==> src/rtl/arb_rr_16_pkg.sv <==
// Shared definitions for the 16-way round-robin arbiter.
//   NREQ        : number of requesters
//   SELW        : width of the mux select / grant index
//   arb_state_t : arbiter state (IDLE = no grant, GRANT = one requester owns mux)
//   onehot()    : decode an index into a one-hot grant vector
package arb_rr_16_pkg;

  localparam int unsigned NREQ = 16;
  localparam int unsigned SELW = 4;

  typedef enum logic {
    IDLE  = 1'b0,
    GRANT = 1'b1
  } arb_state_t;

  function automatic logic [NREQ-1:0] onehot(input logic [SELW-1:0] idx);
    logic [NREQ-1:0] v;
    v      = '0;
    v[idx] = 1'b1;
    return v;
  endfunction

endpackage

==> src/rtl/arb_rr_16_pick.sv <==
// Combinational round-robin picker.
// Finds the first set bit of req at or after ptr, searching upward and
// wrapping from 15 to 0.
//   req   : request vector
//   ptr   : search start position (highest priority)
//   idx   : index of the selected requester (0 when none found)
//   found : at least one request is set
module rr_pick_16
  import arb_rr_16_pkg::*;
(
  input  logic [NREQ-1:0] req,
  input  logic [SELW-1:0] ptr,
  output logic [SELW-1:0] idx,
  output logic            found
);

  logic [SELW-1:0] cand;

  always_comb begin
    found = 1'b0;
    idx   = '0;
    cand  = '0;
    for (int unsigned i = 0; i < NREQ; i++) begin
      // Index arithmetic is modulo 16, so the addition wraps naturally.
      cand = ptr + SELW'(i);
      if (!found && req[cand]) begin
        found = 1'b1;
        idx   = cand;
      end
    end
  end

endmodule

==> src/rtl/arb_rr_16.sv <==
// 16-requester round-robin arbiter driving a 16:1 mux select.
//   clk        : clock, all state updates on rising edge
//   rst_n      : synchronous active-low reset
//   req        : per-requester request
//   lock       : per-requester burst lock (only the granted bit matters)
//   res_ready  : consumer accepts the current beat
//   sel3..sel0 : registered grant index to the mux (sel3 = MSB)
//   res_valid  : mux output carries a granted beat
//   gnt        : registered one-hot grant, zero when idle
// A locked requester may keep the grant for up to LOCK_MAX consecutive beats.
module arb_rr_16
  import arb_rr_16_pkg::*;
#(
  parameter int unsigned LOCK_MAX = 4
) (
  input  logic            clk,
  input  logic            rst_n,
  input  logic [NREQ-1:0] req,
  input  logic [NREQ-1:0] lock,
  input  logic            res_ready,
  output logic            sel3,
  output logic            sel2,
  output logic            sel1,
  output logic            sel0,
  output logic            res_valid,
  output logic [NREQ-1:0] gnt
);

  localparam int unsigned     CNTW     = $clog2(LOCK_MAX) + 1;
  localparam logic [CNTW-1:0] CNT_LAST = CNTW'(LOCK_MAX - 1);

  arb_state_t      state_q, state_d;
  logic [SELW-1:0] ptr_q, ptr_d;
  logic [SELW-1:0] sel_q, sel_d;
  logic [CNTW-1:0] cnt_q, cnt_d;
  logic [NREQ-1:0] gnt_q, gnt_d;
  logic            valid_q, valid_d;

  logic [SELW-1:0] pick_ptr;
  logic [SELW-1:0] pick_idx;
  logic            pick_found;
  logic            xfer;
  logic            hold;

  // One picker serves both cases: in IDLE it searches from ptr; in GRANT it
  // searches from g+1, which is exactly the pointer a release would store,
  // so the current owner is naturally the last candidate.
  always_comb begin
    pick_ptr = ptr_q;
    if (state_q == GRANT) begin
      pick_ptr = sel_q + SELW'(1);
    end
  end

  rr_pick_16 u_pick (
    .req   (req),
    .ptr   (pick_ptr),
    .idx   (pick_idx),
    .found (pick_found)
  );

  assign xfer = valid_q && res_ready;
  assign hold = lock[sel_q] && req[sel_q] && (cnt_q < CNT_LAST);

  always_comb begin
    state_d = state_q;
    ptr_d   = ptr_q;
    sel_d   = sel_q;
    cnt_d   = cnt_q;
    gnt_d   = gnt_q;
    valid_d = valid_q;
    case (state_q)
      IDLE: begin
        if (pick_found) begin
          state_d = GRANT;
          sel_d   = pick_idx;
          gnt_d   = onehot(pick_idx);
          valid_d = 1'b1;
          cnt_d   = '0;
        end
      end
      GRANT: begin
        if (xfer) begin
          if (hold) begin
            cnt_d = cnt_q + CNTW'(1);
          end else begin
            ptr_d = sel_q + SELW'(1);
            cnt_d = '0;
            if (pick_found) begin
              sel_d = pick_idx;
              gnt_d = onehot(pick_idx);
            end else begin
              // sel keeps the last granted index while idle.
              state_d = IDLE;
              gnt_d   = '0;
              valid_d = 1'b0;
            end
          end
        end
      end
      default: begin
        state_d = IDLE;
        gnt_d   = '0;
        valid_d = 1'b0;
      end
    endcase
  end

  always_ff @(posedge clk) begin
    if (!rst_n) begin
      state_q <= IDLE;
      ptr_q   <= '0;
      sel_q   <= '0;
      cnt_q   <= '0;
      gnt_q   <= '0;
      valid_q <= 1'b0;
    end else begin
      state_q <= state_d;
      ptr_q   <= ptr_d;
      sel_q   <= sel_d;
      cnt_q   <= cnt_d;
      gnt_q   <= gnt_d;
      valid_q <= valid_d;
    end
  end

  assign sel3      = sel_q[3];
  assign sel2      = sel_q[2];
  assign sel1      = sel_q[1];
  assign sel0      = sel_q[0];
  assign gnt       = gnt_q;
  assign res_valid = valid_q;

endmodule

==> config.mk <==
export PLATFORM = sky130hd
export DESIGN_NAME = arb_rr_16
export DESIGN_NICKNAME = d
export VERILOG_FILES = /design/src/rtl/arb_rr_16_pkg.sv /design/src/rtl/arb_rr_16_pick.sv /design/src/rtl/arb_rr_16.sv
export SDC_FILE = /design/constraint.sdc
export NUM_CORES = 1
export LEC_CHECK = 0
export ABC_AREA = 0
export CAP_MARGIN = 20
export CORE_ASPECT_RATIO = 0.8
export CORE_MARGIN = 2
export CORE_UTILIZATION = 35
export CTS_CLUSTER_SIZE = 8
export DETAILED_ROUTE_END_ITERATION = 12
export PLACE_DENSITY = 0.59
export SLEW_MARGIN = 20
export SYNTH_ARGS = -nofsm -noshare
export SYNTH_HDL_FRONTEND = slang
export SYNTH_SLANG_ARGS = --single-unit
==> constraint.sdc <==
create_clock -name clk -period 5.66 [get_ports clk]
set_clock_uncertainty 0.2 [all_clocks]
set_input_delay 0.849 -clock clk [delete_from_list [all_inputs] [get_ports clk]]
set_output_delay 0.849 -clock clk [all_outputs]
set_load 0.02 [all_outputs]
# Word level (Yosys, flattened, before mapping)
# Cells that the tools add are included.
dict set report word_totals {
  elab_cells 181
  out_inout_bits 21
  reg_bits 29
  in_bits 35
}
dict set report op_classes {
  muxes 93
  n_addsub 17
  n_eq_ne 4
  magnitude_cmp 20
  n_reduce_logical 39
  bitwise_logic 2
}
# op n
set ops {}
lappend ops {{< comparator 4 x 5 -> 1 bit (second input constant)} 18}
lappend ops {{2-to-1 mux 4 bit} 20}
lappend ops {{binary-select mux 1 bit (select 4 bit)} 18}
lappend ops {{2-to-1 mux 16 bit} 4}
lappend ops {{2-to-1 mux 1 bit} 42}
lappend ops {{adder 4 bit (second input constant)} 8}
lappend ops {{one-hot mux 16 bit (2 select lines)} 1}
lappend ops {{logical AND 1 bit} 19}
lappend ops {{adder 4 x 3 -> 4 bit (second input constant)} 4}
lappend ops {{logical NOT 1 bit} 15}
lappend ops {{2-to-1 mux 3 bit} 3}
lappend ops {{adder 4 x 1 -> 4 bit (second input constant)} 2}
lappend ops {{adder 4 x 2 -> 4 bit (second input constant)} 2}
lappend ops {{one-hot mux 4 bit (2 select lines)} 1}
lappend ops {{!= test 2 bit (second input constant)} 3}
lappend ops {{one-hot mux 3 bit (2 select lines)} 1}
lappend ops {{AND reduction 3 bit} 2}
lappend ops {{demux 1 bit (select 4 bit)} 1}
lappend ops {{>= comparator 4 x 1 -> 1 bit (second input constant)} 1}
lappend ops {{one-hot mux 1 bit (2 select lines)} 2}
lappend ops {{AND reduction 2 bit} 2}
lappend ops {{AND reduction 4 bit} 1}
lappend ops {{adder 3 x 1 -> 3 bit (second input constant)} 1}
lappend ops {{< comparator 3 x 2 -> 1 bit (second input constant)} 1}
lappend ops {{other kinds (2)} 3}

# Logic depth before layout (Yosys ltp)
dict set report depth {
  ltp_word 58
  mapped_depth 18
  depth_no_buf 15
}

# Cells and area by module
# From an unflattened synthesis, not the netlist that was laid out.
dict set report hier_totals {
  hier_cells 463
  area_unflattened_um2 4071.4
}
# module area_each_um2 cells_per_inst seq_area_each_um2 n_inst
set by_module_without_submodules {}
lappend by_module_without_submodules {rr_pick_16 2472.4 280 0.0 1}
lappend by_module_without_submodules {arb_rr_16 1599.0 183 580.6 1}

# Worst setup path before layout
# OpenSTA, ideal clock, no wires.
dict set report synth_path {
  kind {reg-to-reg}
  from {register sel_q[0]}
  to {register gnt_q[1], in the netlist gnt[1]}
  arrival_ps 4337
  required_ps 5371
  setup_time_ps 89
  setup_slack_ps 1034
  path_stages_with_launch 15
  path_buffers 1
  synth_period_minus_slack_ps 4626
  path_cell_list {dfxtp_1 ha_1 mux2i_4 clkbuf_1 ha_1 inv_1 mux4_2 mux2i_2 nor4_4 a31o_1 o22a_1 o221a_1 o21a_1 or2_1 o31ai_1}
}
dict set report synth_between {
  elab_chain_cells 58
  elab_cells_between_ends 130
  classes_between {add/sub (16); order compare (2); eq/ne (2); mux (76); reduce/logical (34)}
}
# element line
set synth_lines {}
lappend synth_lines {{from (decl)} arb_rr_16.sv:34} ;# logic [SELW-1:0] sel_q, sel_d;
lappend synth_lines {{from (signal assigned)} arb_rr_16.sv:120} ;# sel_q <= sel_d;
lappend synth_lines {{parallel branches: the longest is 58 deep, another holds adder 4 x 1 -> 4 bit} --}
lappend synth_lines {{to (signal assigned)} arb_rr_16.sv:122} ;# gnt_q <= gnt_d;
lappend synth_lines {{to (decl)} arb_rr_16.sv:36} ;# logic [NREQ-1:0] gnt_q, gnt_d;
# Parallel ways; which one is timed is not known. The select of a mux whose other input is x is not followed.
# A chain may end at the register's enable or synchronous reset.

# Worst setup path in the final report
dict set report layout_path {
  from {register sel_q[0]}
  to {register gnt_q[10], in the netlist gnt[10]}
}
# The elaborated chain is that of the path after synthesis.

==> flow_summary.json <==
{
  "status": "finished, final reports clean",
  "slew-limit-headroom": 0.551,
  "total_power_density_per_cell_area_nw_per_um2": 701,
  "regToRegStartpoint": "sel_q[0]",
  "post_synth_instance_area_sq_um": 3600,
  "detail_route.wl_per_cell_um": 18.5,
  "grt_start_max_net_pins": 20,
  "initial_utilization": 0.356,
  "post_cts.repair.setup_buffers": 0,
  "numPlacedInstances": 615,
  "p_leak_nw": 1.69,
  "tritoncts": "yes",
  "gr-usage-all-layers": 0.208,
  "postSynthRegisterBits": 29,
  "rows": 33,
  "global_route_layer_with_the_greatest_usage": "met2",
  "fin_setup_tns_ns": 0,
  "hold_viol": 0,
  "timing.final.max_slew_violations": 0,
  "mostFrequentLayoutCell": "sky130_fd_sc_hd__clkdlybuf4s50_1",
  "synth.lib_cells_used.distinct": 74,
  "drt_first_pass_iters": 6,
  "cts_resized": 0,
  "most-common-layout-cells": "sky130_fd_sc_hd__clkdlybuf4s50_1 (55), sky130_fd_sc_hd__nand2_1 (52), sky130_fd_sc_hd__nor2_1 (37)",
  "edff_count_synth": 0,
  "cts_made_buffers": 5,
  "drv_cap": 0,
  "postLayoutSetupSlackWorst_ns": 0.396,
  "worst_slew_pin_tran_ns": 0.673,
  "slack_of_the_worst_reg_to_reg_path_ns": 0.40,
  "die_y_um": 94.7,
  "clk_pin_slew_worst_paths_ns": 0.05,
  "postSynthAreaPerCell_sq_um": 8.47,
  "placedInstanceArea_sq_um": 4330,
  "post-synth-top-area-cell": "sky130_fd_sc_hd__dfxtp_1",
  "arrival_time_of_the_worst_setup_path_ns": 5.23,
  "hold_path.startpoint": "gnt[7]",
  "synthesis_to_finish_area_growth_pct": 24.9,
  "endpoint_kind": "flip-flop",
  "antenna_violating_nets_post_route": 0,
  "vias": 3615,
  "ctsHoldBuffers": 0,
  "worst_setup_path_startpoint": "sel_q[0]",
  "ys_top_cells_by_area": "sky130_fd_sc_hd__dfxtp_1 (16%), sky130_fd_sc_hd__mux4_2 (10%), sky130_fd_sc_hd__mux2i_1 (9.5%)",
  "yosys_warn_count": 0,
  "final_estimated_routing_congestion_in_global_placement": 0.922,
  "grt_use_met2": 0.320,
  "max_freq_mhz": 190,
  "dp.final_hpwl_mm": 8.98,
  "critical_path_class": "flip-flop to flip-flop",
  "first_global_vias": 3376,
  "width_of_the_die_um": 117,
  "placement.setup.worst_slack_ns": 0.505,
  "syn_nets": 469,
  "report.power.total_w": 0.00315,
  "final_cell_area_sq_um": 4490,
  "timing.critical_path.fanout_max": 15,
  "detail_route.vias_per_cell": 5.80,
  "global_route.overflow_total": 0,
  "r2r.worst_path.cells": 13,
  "timing.critical_path.to": "gnt[10]",
  "antenna_diode_count": 0,
  "cp.required_ns": 5.63,
  "initialDrtViolationCount": 255,
  "grt_pass1_wl_mm": 18.2,
  "timing.final.crit_share": 0.930,
  "synth_async_sr_flop_share": 0,
  "drive_gt1_frac": 0.159,
  "number_of_top_level_pins": 56,
  "critPathLaunchType": "flip-flop",
  "cts-root-buf": "sky130_fd_sc_hd__clkbuf_16",
  "clk_latency_ns": 0.28,
  "totalWireLength_mm": 11.5,
  "post_layout_nonfiller_instances": 623,
  "synth-main-ff-cell": "sky130_fd_sc_hd__dfxtp_1",
  "minimum_clock_period_ns": 5.26,
  "cts_buffer_depth": 2,
  "worstHoldPathType": "flip-flop to flip-flop",
  "clock-sinks": 29,
  "rsz_0062_raised_after_global_routing": "no",
  "grtUsageMet3": 0.0386,
  "clock_tree.htree_level_count": 2,
  "port-buffer-count": 55,
  "post_synth_inst_count": 425,
  "floorplan.die_area_sq_um": 11100,
  "core-area_sq_um": 10100,
  "grt.met1_usage": 0.298,
  "max_rail_drop_vdd_v": 0.000274,
  "rr_endpoint": "gnt[10]",
  "finalSetupViolCount": 0,
  "synth_top_area_frac": 0.161,
  "post_synthesis_sequential_area_ratio": 0.161,
  "finalNetCount": 526,
  "antenna_found_initial": 0,
  "number_of_drc_violations_after_detailed_routing": 0
}
## how the worst min path moves through the flow
stage | endpoint | cells after the start
floorplan | ptr_q[3] | 2
CTS | gnt[7] | 2
global route | gnt[3] | 2
finish | gnt[7] | 2
global placement | ptr_q[3] | 2
detailed placement | gnt[7] | 2
## cells by family after synthesis
| logic type | share of synthesized area |
|---|---|
| flops | 0.161 |
| fa+ha+maj | 0.0313 |
| xor+xnor | 0.0428 |
| buf+inv | 0.0358 |
| simple gates | 0.218 |
| mux | 0.258 |
| compound gates | 0.253 |
## state kept, by name (all words and copies together), names as in the netlist
| register | cells |
|---|---|
| gnt | 16 |
| ptr_q | 4 |
| sel_q | 4 |
| cnt_q | 3 |
| res_valid | 1 |
| state_q | 1 |
## critical path, cell delays in order (launching register included)
cell	delay [ns]
sky130_fd_sc_hd__dfxtp_1	0.61
sky130_fd_sc_hd__ha_1	0.36
sky130_fd_sc_hd__mux2i_4	0.47
sky130_fd_sc_hd__ha_1	0.34
sky130_fd_sc_hd__xnor2_1	0.33
sky130_fd_sc_hd__mux4_2	0.67
sky130_fd_sc_hd__mux2i_4	0.36
sky130_fd_sc_hd__o21bai_1	0.28
sky130_fd_sc_hd__o22ai_1	0.16
sky130_fd_sc_hd__a2111o_1	0.43
sky130_fd_sc_hd__o221a_1	0.15
sky130_fd_sc_hd__o21ai_0	0.39
sky130_fd_sc_hd__nor2_1	0.12
sky130_fd_sc_hd__a32o_1	0.27
## per-stage QoR
stage / util / hold WS, ns
floorplan: - / 0.237
global placement: 0.428 / 0.244
detailed placement: 0.428 / 0.242
CTS: 0.444 / 0.254
global route: 0.444 / 0.272
finish: 0.444 / 0.248
## synth_stat cells (all sizes together), types with 6 or more instances
cell,n
a21oi,24
nand2b,8
xnor2,10
ha,9
clkbuf,8
nand3,18
and3,7
o31ai,10
o21ai,26
o211ai,6
nor3,8
mux4,16
dfxtp,29
nor2,38
mux2i,41
mux2,7
inv,10
a32o,9
nand2,55
buf,9
a211oi,6
and2,6
## routing by layer
| metal | up-vias | share of wire |
|---|---|---|
| li1 | 1751 | - |
| met1 | 1706 | 0.49 |
| met2 | 136 | 0.42 |
| met3 | 22 | 0.072 |
| met4 | 0 | 0.020 |
| met5 | - | 0 |
## power by group
part	leakage [nW]	internal [W]	switching, W	total (W)
combinational	1.38	0.00103	0.00157	0.00259
clock	0.0799	0.000186	0.0000893	0.000275
sequential	0.236	0.000243	0.0000405	0.000283
## cell type report
cell class / instances / area, sq um
multi-input combinational: 369 / 2900
sequential: 29 / 581
fill: 1001 / 5620
clock buffer: 7 / 153
tap: 140 / 175
clock inverter: 1 / 5.00
timing repair buffer: 67 / 641
inverter: 10 / 42.5
(Power assumes the default switching activity.)
